<file path="src/rtl/attrib09_pack.sv">
// Packs N_SYMS consecutive 2-bit symbols into one output word, first symbol in the LSBs.
// A flush closes a partial word (zero-padded) and reports how many symbols it holds.
module attrib09_pack #(
    parameter int N_SYMS = 4,
    parameter int LW     = $clog2(N_SYMS + 1)
) (
    input  logic                  clk,
    input  logic                  rst,
    input  logic [1:0]            inp,
    input  logic                  in_valid,
    output logic                  in_ready,
    input  logic                  flush,
    output logic [2*N_SYMS-1:0]   out,
    output logic [LW-1:0]         out_len,
    output logic                  out_valid,
    input  logic                  out_ready
);

    logic [LW-1:0]         cnt_q, cnt_d;
    logic [2*N_SYMS-1:0]   acc_q, acc_d;
    logic [2*N_SYMS-1:0]   out_q, out_d;
    logic [LW-1:0]         out_len_q, out_len_d;
    logic                  out_valid_q, out_valid_d;

    logic                  acc_en;
    logic                  take;
    logic                  last;
    logic                  emit;
    logic [2*N_SYMS-1:0]   word;
    logic [LW-1:0]         word_len;

    always_comb begin
        in_ready = !out_valid_q || out_ready;
        acc_en   = in_ready && (in_valid || flush);
        take     = acc_en && in_valid;
        last     = (cnt_q == LW'(N_SYMS - 1));
        word_len = cnt_q + LW'(take);

        // One-hot position decode of the fill counter; exactly one slot matches.
        word = acc_q;
        for (int k = 0; k < N_SYMS; k++) begin
            if (take && (cnt_q == LW'(k))) begin
                word[2*k +: 2] = inp;
            end
        end

        // A flush that lands on the last symbol is just the complete case.
        emit = (take && last) || (acc_en && flush && (take || (cnt_q != '0)));

        cnt_d       = cnt_q;
        acc_d       = acc_q;
        out_d       = out_q;
        out_len_d   = out_len_q;
        out_valid_d = out_valid_q && !out_ready;

        if (emit) begin
            out_d       = word;
            out_len_d   = word_len;
            out_valid_d = 1'b1;
            cnt_d       = '0;
            acc_d       = '0;
        end else if (take) begin
            acc_d = word;
            cnt_d = cnt_q + LW'(1);
        end
    end

    always_ff @(posedge clk) begin
        if (rst) begin
            cnt_q       <= '0;
            acc_q       <= '0;
            out_q       <= '0;
            out_len_q   <= '0;
            out_valid_q <= 1'b0;
        end else begin
            cnt_q       <= cnt_d;
            acc_q       <= acc_d;
            out_q       <= out_d;
            out_len_q   <= out_len_d;
            out_valid_q <= out_valid_d;
        end
    end

    assign out       = out_q;
    assign out_len   = out_len_q;
    assign out_valid = out_valid_q;

endmodule

</file>
<file path="config.mk">
export PLATFORM = sky130hd
export DESIGN_NAME = attrib09_pack
export DESIGN_NICKNAME = d
export VERILOG_FILES = /design/src/rtl/attrib09_pack.sv
export SDC_FILE = /design/constraint.sdc
export NUM_CORES = 1
export LEC_CHECK = 0
export ABC_AREA = 1
export CAP_MARGIN = 5
export CORE_MARGIN = 3
export CORE_UTILIZATION = 45
export DETAILED_ROUTE_END_ITERATION = 6
export GPL_TIMING_DRIVEN = 0
export MAX_ROUTING_LAYER = met4
export PLACE_DENSITY = 0.71
export SLEW_MARGIN = 25
export SYNTH_ARGS = -nofsm -noshare
export SYNTH_HDL_FRONTEND = slang
export SYNTH_SLANG_ARGS = --single-unit
</file>
<file path="constraint.sdc">
create_clock -name clk -period 1.54 [get_ports clk]
set_clock_uncertainty 0.2 [all_clocks]
set_input_delay 0.231 -clock clk [delete_from_list [all_inputs] [get_ports clk]]
set_output_delay 0.231 -clock clk [all_outputs]
set_load 0.02 [all_outputs]
</file>
======== Word-level counts from Yosys, hierarchy flattened ========
Cells that the tools add are included.
operators by class
  add/sub/neg operators ................... 2
  eq/ne operators ......................... 3
  muxes and demuxes ....................... 5
  reductions and logical operators ........ 18
operators by type and width
  operator                                                         number
  1-bit logical AND                                                9
  2-bit 2-to-1 mux                                                 4
  3-bit by 2-bit == test with 1-bit output, second input constant  2
  1-bit logical OR                                                 4
  3-bit by 1-bit adder with 3-bit output                           1
  3-bit by 1-bit adder with 3-bit output, second input constant    1
  3-bit by 1-bit == test with 1-bit output, second input constant  1
  3-bit zero test                                                  1
  3-bit nonzero test                                               1
  1-bit zero test                                                  2
  2-bit OR reduction                                               1
  1-bit 2-to-1 mux                                                 1
word-level totals
  bits in registers ....................... 23
  input bits .............................. 7

======== Depth between registers and ports, before layout ========
  depth after elaboration ................. 8
  gate-level depth with buffers ........... 10
  mapped depth without buffers ............ 9

======== Least setup slack after synthesis ========
No wires, ideal clock.
  path kind ............................... reg-to-reg
  from .................................... register cnt_q[0]
  to ...................................... register out_valid_q, in the netlist out_valid
  arrival ................................. 1.219 ns
  required time ........................... 1.231 ns
  path slack .............................. 0.013 ns
  cell stages (with the launch flop) ...... 9
  buffers on the path ..................... 0
  clock period less this slack ............ 1.527 ns
  path through ............................ dfxtp_1 > ha_1 > ha_1 > nand3_4 > inv_2 > nor2_8 > nand2_1 > nand2_1 > inv_1
between the ends
  longest elaborated chain between the ends .. 5
  elaborated cells between the ends (all ways) .. 7
  classes of those cells .................. eq/ne: 1; mux: 1; reduce/logical: 5
ends and longest elaborated chain
  element                   RTL line  source
  start: declaration        19        logic [LW-1:0] cnt_q, cnt_d;
  start signal: assignment  76        cnt_q <= cnt_d;
  3-bit nonzero test        48        emit = (take && last) || (acc_en && flush && (take || (cnt_q != '0)));
  1-bit logical OR          48
  1-bit logical AND         48
  1-bit logical OR (*)      48
  1-bit 2-to-1 mux (*)      56        if (emit) begin
  end signal: assignment    80        out_valid_q <= out_valid_d;
  end: declaration          23        logic out_valid_q, out_valid_d;
Mark *: on every way between the ends. The rest lies on a longest branch, timed or not.
A chain may end at the register's enable or synchronous reset.

======== Worst setup path after layout ========
  from .................................... register cnt_q[1]
  to ...................................... register cnt_q[2]
between the ends
  longest elaborated chain between the ends .. 5
  elaborated cells between the ends (all ways) .. 8
  classes of those cells .................. add/sub: 1; eq/ne: 1; reduce/logical: 6
ends and longest elaborated chain
  element                       RTL line
  3-bit nonzero test            48
  1-bit logical OR              48
  1-bit logical AND             48
  1-bit logical OR              48
  2-bit OR reduction (no line)  -
Parallel ways exist; a longest one is shown, timed or not.

==> results.sh <==
export IMPL_routabilityCongestion=0.7578
export IMPL_fin_crit_ns=1.546
export IMPL_drt_wl_total_um=3118
export IMPL_worstSkewPairLatency_ns=0.32
export IMPL_synth_cell_types=25
export IMPL_switching_share=0.3240
export IMPL_crit_family="simple AND/OR/NAND/NOR gates"
export IMPL_syn2layout_area_growth_pct=37.12
export IMPL_routed_via_density=5.124
export IMPL_cp_end_kind="flip-flop"
export IMPL_ant_nets=0
export IMPL_start_util=0.5019
export IMPL_antenna_found_initial=0
export IMPL_tightestPinTransition_ns=0.2302
export IMPL_rsz0062_at_grt="true"
export IMPL_drt_iter0_drc=33
export IMPL_cts_root_buf="clkbuf_4"
export IMPL_cts_reportedPaths_clkPinSlew_ns=0.13
export IMPL_grt_pass1_wl_um=5278
export IMPL_synthFlopType="dfxtp_1"
export IMPL_ys_warn_count=0
export IMPL_seq_area_frac_synth=0.3511
export IMPL_cts_buffers=3
export IMPL_hold_violations=0
export IMPL_finalCritPeriodShare=1.004
export IMPL_worstPathMaxFanout=5
export IMPL_cp_num_buf_inv=1
export IMPL_yosysMostFrequentCell="nand2_1"
export IMPL_cp_arrival_ns=1.61
export IMPL_slowest_stage="dfxtp_4"
export IMPL_p_comb_frac=0.281
export IMPL_hp_class="primary input to flip-flop"
export IMPL_h_tree_depth=1
export IMPL_wl_per_cell_um=13.38
export IMPL_die_area_mm2=0.003598
export IMPL_maxSlewViolCount=0
export IMPL_power_density_mw_per_mm2=715.2
export IMPL_drt_first_pass_iters=4
export IMPL_via_count=1194
export IMPL_syn_inst=168
export IMPL_core_region_area_mm2=0.002613
export IMPL_cts_path_max_buffers=2
export IMPL_yosysTopAreaCellShare=0.3511
export IMPL_violations="negative setup slack"
export IMPL_final_cells=233
export IMPL_antenna_cells=0
export IMPL_fmax_mhz=646.8
export IMPL_syn_num_nets=181
export IMPL_fp_dieH_um=59.98
export IMPL_startpoint_type="flip-flop"
export IMPL_drc=0
export IMPL_synth_area_mm2=0.001311
export IMPL_timing_hold_ws_ns=0.1962
export IMPL_crit_path_max_incr_delay_ns=0.40
export IMPL_overflow=0
export IMPL_postCtsHoldBufs=0
export IMPL_setup_slack_ns=-0.006099
export IMPL_placedCellCount=216
export IMPL_numPortBuffers=18
export IMPL_dp_hpwl_um=2004
export IMPL_p_leak_nw=0.8694
export IMPL_seqPwrFrac=0.495
export IMPL_max_vdd_ir_drop_mv=0.6920
export IMPL_cts_tree="built"
export IMPL_die_w_um=59.98
export IMPL_slew_headroom=0.8462
export IMPL_yosys_top_cells_area="dfxtp_1 (35%), nand2_1 (10%), inv_1 (6.9%)"
export IMPL_drive_gt1_frac=0.3547
export IMPL_cp_cell_sequence="ha_4 -> ha_4 -> nand3_4 -> inv_6 -> nor2_8 -> nand2_8 -> nor2_2"
export IMPL_power_share_clock=0.224
export IMPL_grt_total_usage=0.2003
export IMPL_pre_cts_slack_ns=-0.6177
export IMPL_p_int_uw=869.3
export IMPL_fin_nets=217
export IMPL_setup_violations=2
export IMPL_status="finished, violations left"
export IMPL_finalSetupTns_ns=-0.008770
export IMPL_cts_num_sinks=23
export IMPL_ys_seq_elements=23
export IMPL_drv_cap=0
export IMPL_ioPinCount=20
export IMPL_rows=18
export IMPL_synth_edf_count=0
export IMPL_synth_top_cells_by_count="nand2_1 (36), inv_1 (24), dfxtp_1 (23)"
export IMPL_synth_area_per_cell_um2=7.805
export IMPL_synth_top_area_cell="dfxtp_1"
export IMPL_cp_required_ns=1.60
export IMPL_grt_max_degree=14
export IMPL_switchingPower_uw=416.7
export IMPL_grt_pass1_vias=1204
export IMPL_crit_top_cell="ha_4"
export IMPL_synthArstFlopShare=0
export IMPL_criticalPathCategory="flip-flop to flip-flop"
[path summary, 6_finish.rpt]
path	start	to	cells past startpoint	slack, ns
setup / recovery	cnt_q[1]	cnt_q[2]	7	-0.006
hold reg to reg	out_len[1]	out_len[1]	2	0.28
hold / removal	in_valid	cnt_q[2]	5	0.20
setup reg to reg	cnt_q[1]	cnt_q[2]	7	-0.006
[stage by stage]
stage,instance area (um^2),power [mW],util
6_report,1798,1.286,0.6882
5_1_grt,1798,1.356,0.6882
4_1_cts,1689,1.266,0.6466
3_5_place_dp,1529,0.9486,0.5852
3_3_place_gp,1529,0.9413,0.5852
2_1_floorplan,1311,0.8569,-
[power by group through the flow]
stage,clock (mW),combinational [mW],sequential [mW]
2_1_floorplan,0,0.185,0.672
3_3_place_gp,0,0.292,0.650
3_5_place_dp,0,0.298,0.650
4_1_cts,0.297,0.330,0.639
5_1_grt,0.322,0.394,0.641
6_report,0.288,0.361,0.637
[state kept, by name, summed over array words and instances, names as in the netlist]
signal	cells
out_len	3
cnt_q	3
out	8
out_valid	1
acc_q	8
[tightest hold or removal path, stage by stage]
cell     delay, ns
buf_4         0.16
nand2_2       0.11
o21ai_0       0.08
inv_1         0.07
nor2_2        0.04
[cells by family (layout without fill, tap and decap cells)]
kind of cell               count (synthesis)  after routing  share of synthesized area
AOI/OAI and AO/OA                          2              2                   0.007626
xor gates and xnor gates                   1              1                   0.006681
adders and majority gates                  6              6                    0.05725
buffers and inverters                     34             67                     0.1384
DFF                                       23             23                     0.3511
and+or+nand+nor                          102            104                     0.4389
[area by class of cell]
class                      count  area [um^2]
buffer                         6        60.06
clock buffer                   3        22.52
clock inverter                 1        5.005
fill                         233        814.5
inverter                      28        143.9
multi-input combinational    113        798.3
sequential                    23        475.5
tap                           30        37.54
timing repair buffer          29        255.2
[per-layer routing]
layer / track usage / wire length [um] / up-vias
met1: 0.2329 / 1348 / 568
met5: - / 0 / -
met4: 0.07911 / 29 / 0
li1: - / - / 599
met2: 0.3395 / 1641 / 23
met3: 0.03456 / 97 / 4
[placed cells by master, fill, tap and decap left out, types with 2 or more instances in the layout]
cell type and instances:
nand2_1 35, inv_1 20, dfxtp_1 19, nand4_1 13
nor2_1 12, dlygate4sd2_1 12, buf_4 11, nor2_4 10
nand3_1 9, nand3_2 7, nor2_2 7, buf_6 5
nand2_2 4, dfxtp_4 4, clkdlybuf4s50_1 4, inv_4 3
inv_2 3, ha_4 3, ha_1 3, clkbuf_4 3
nand2_8 2, nand2_4 2
[timing repair]
item	CTS	global route
resized for setup	41	21
pin swaps	4	5
setup buffers	6	4
gates cloned	3	0
endpoints found under the setup margin	36	24
No activity file was read; power rests on OpenSTA's default activity.
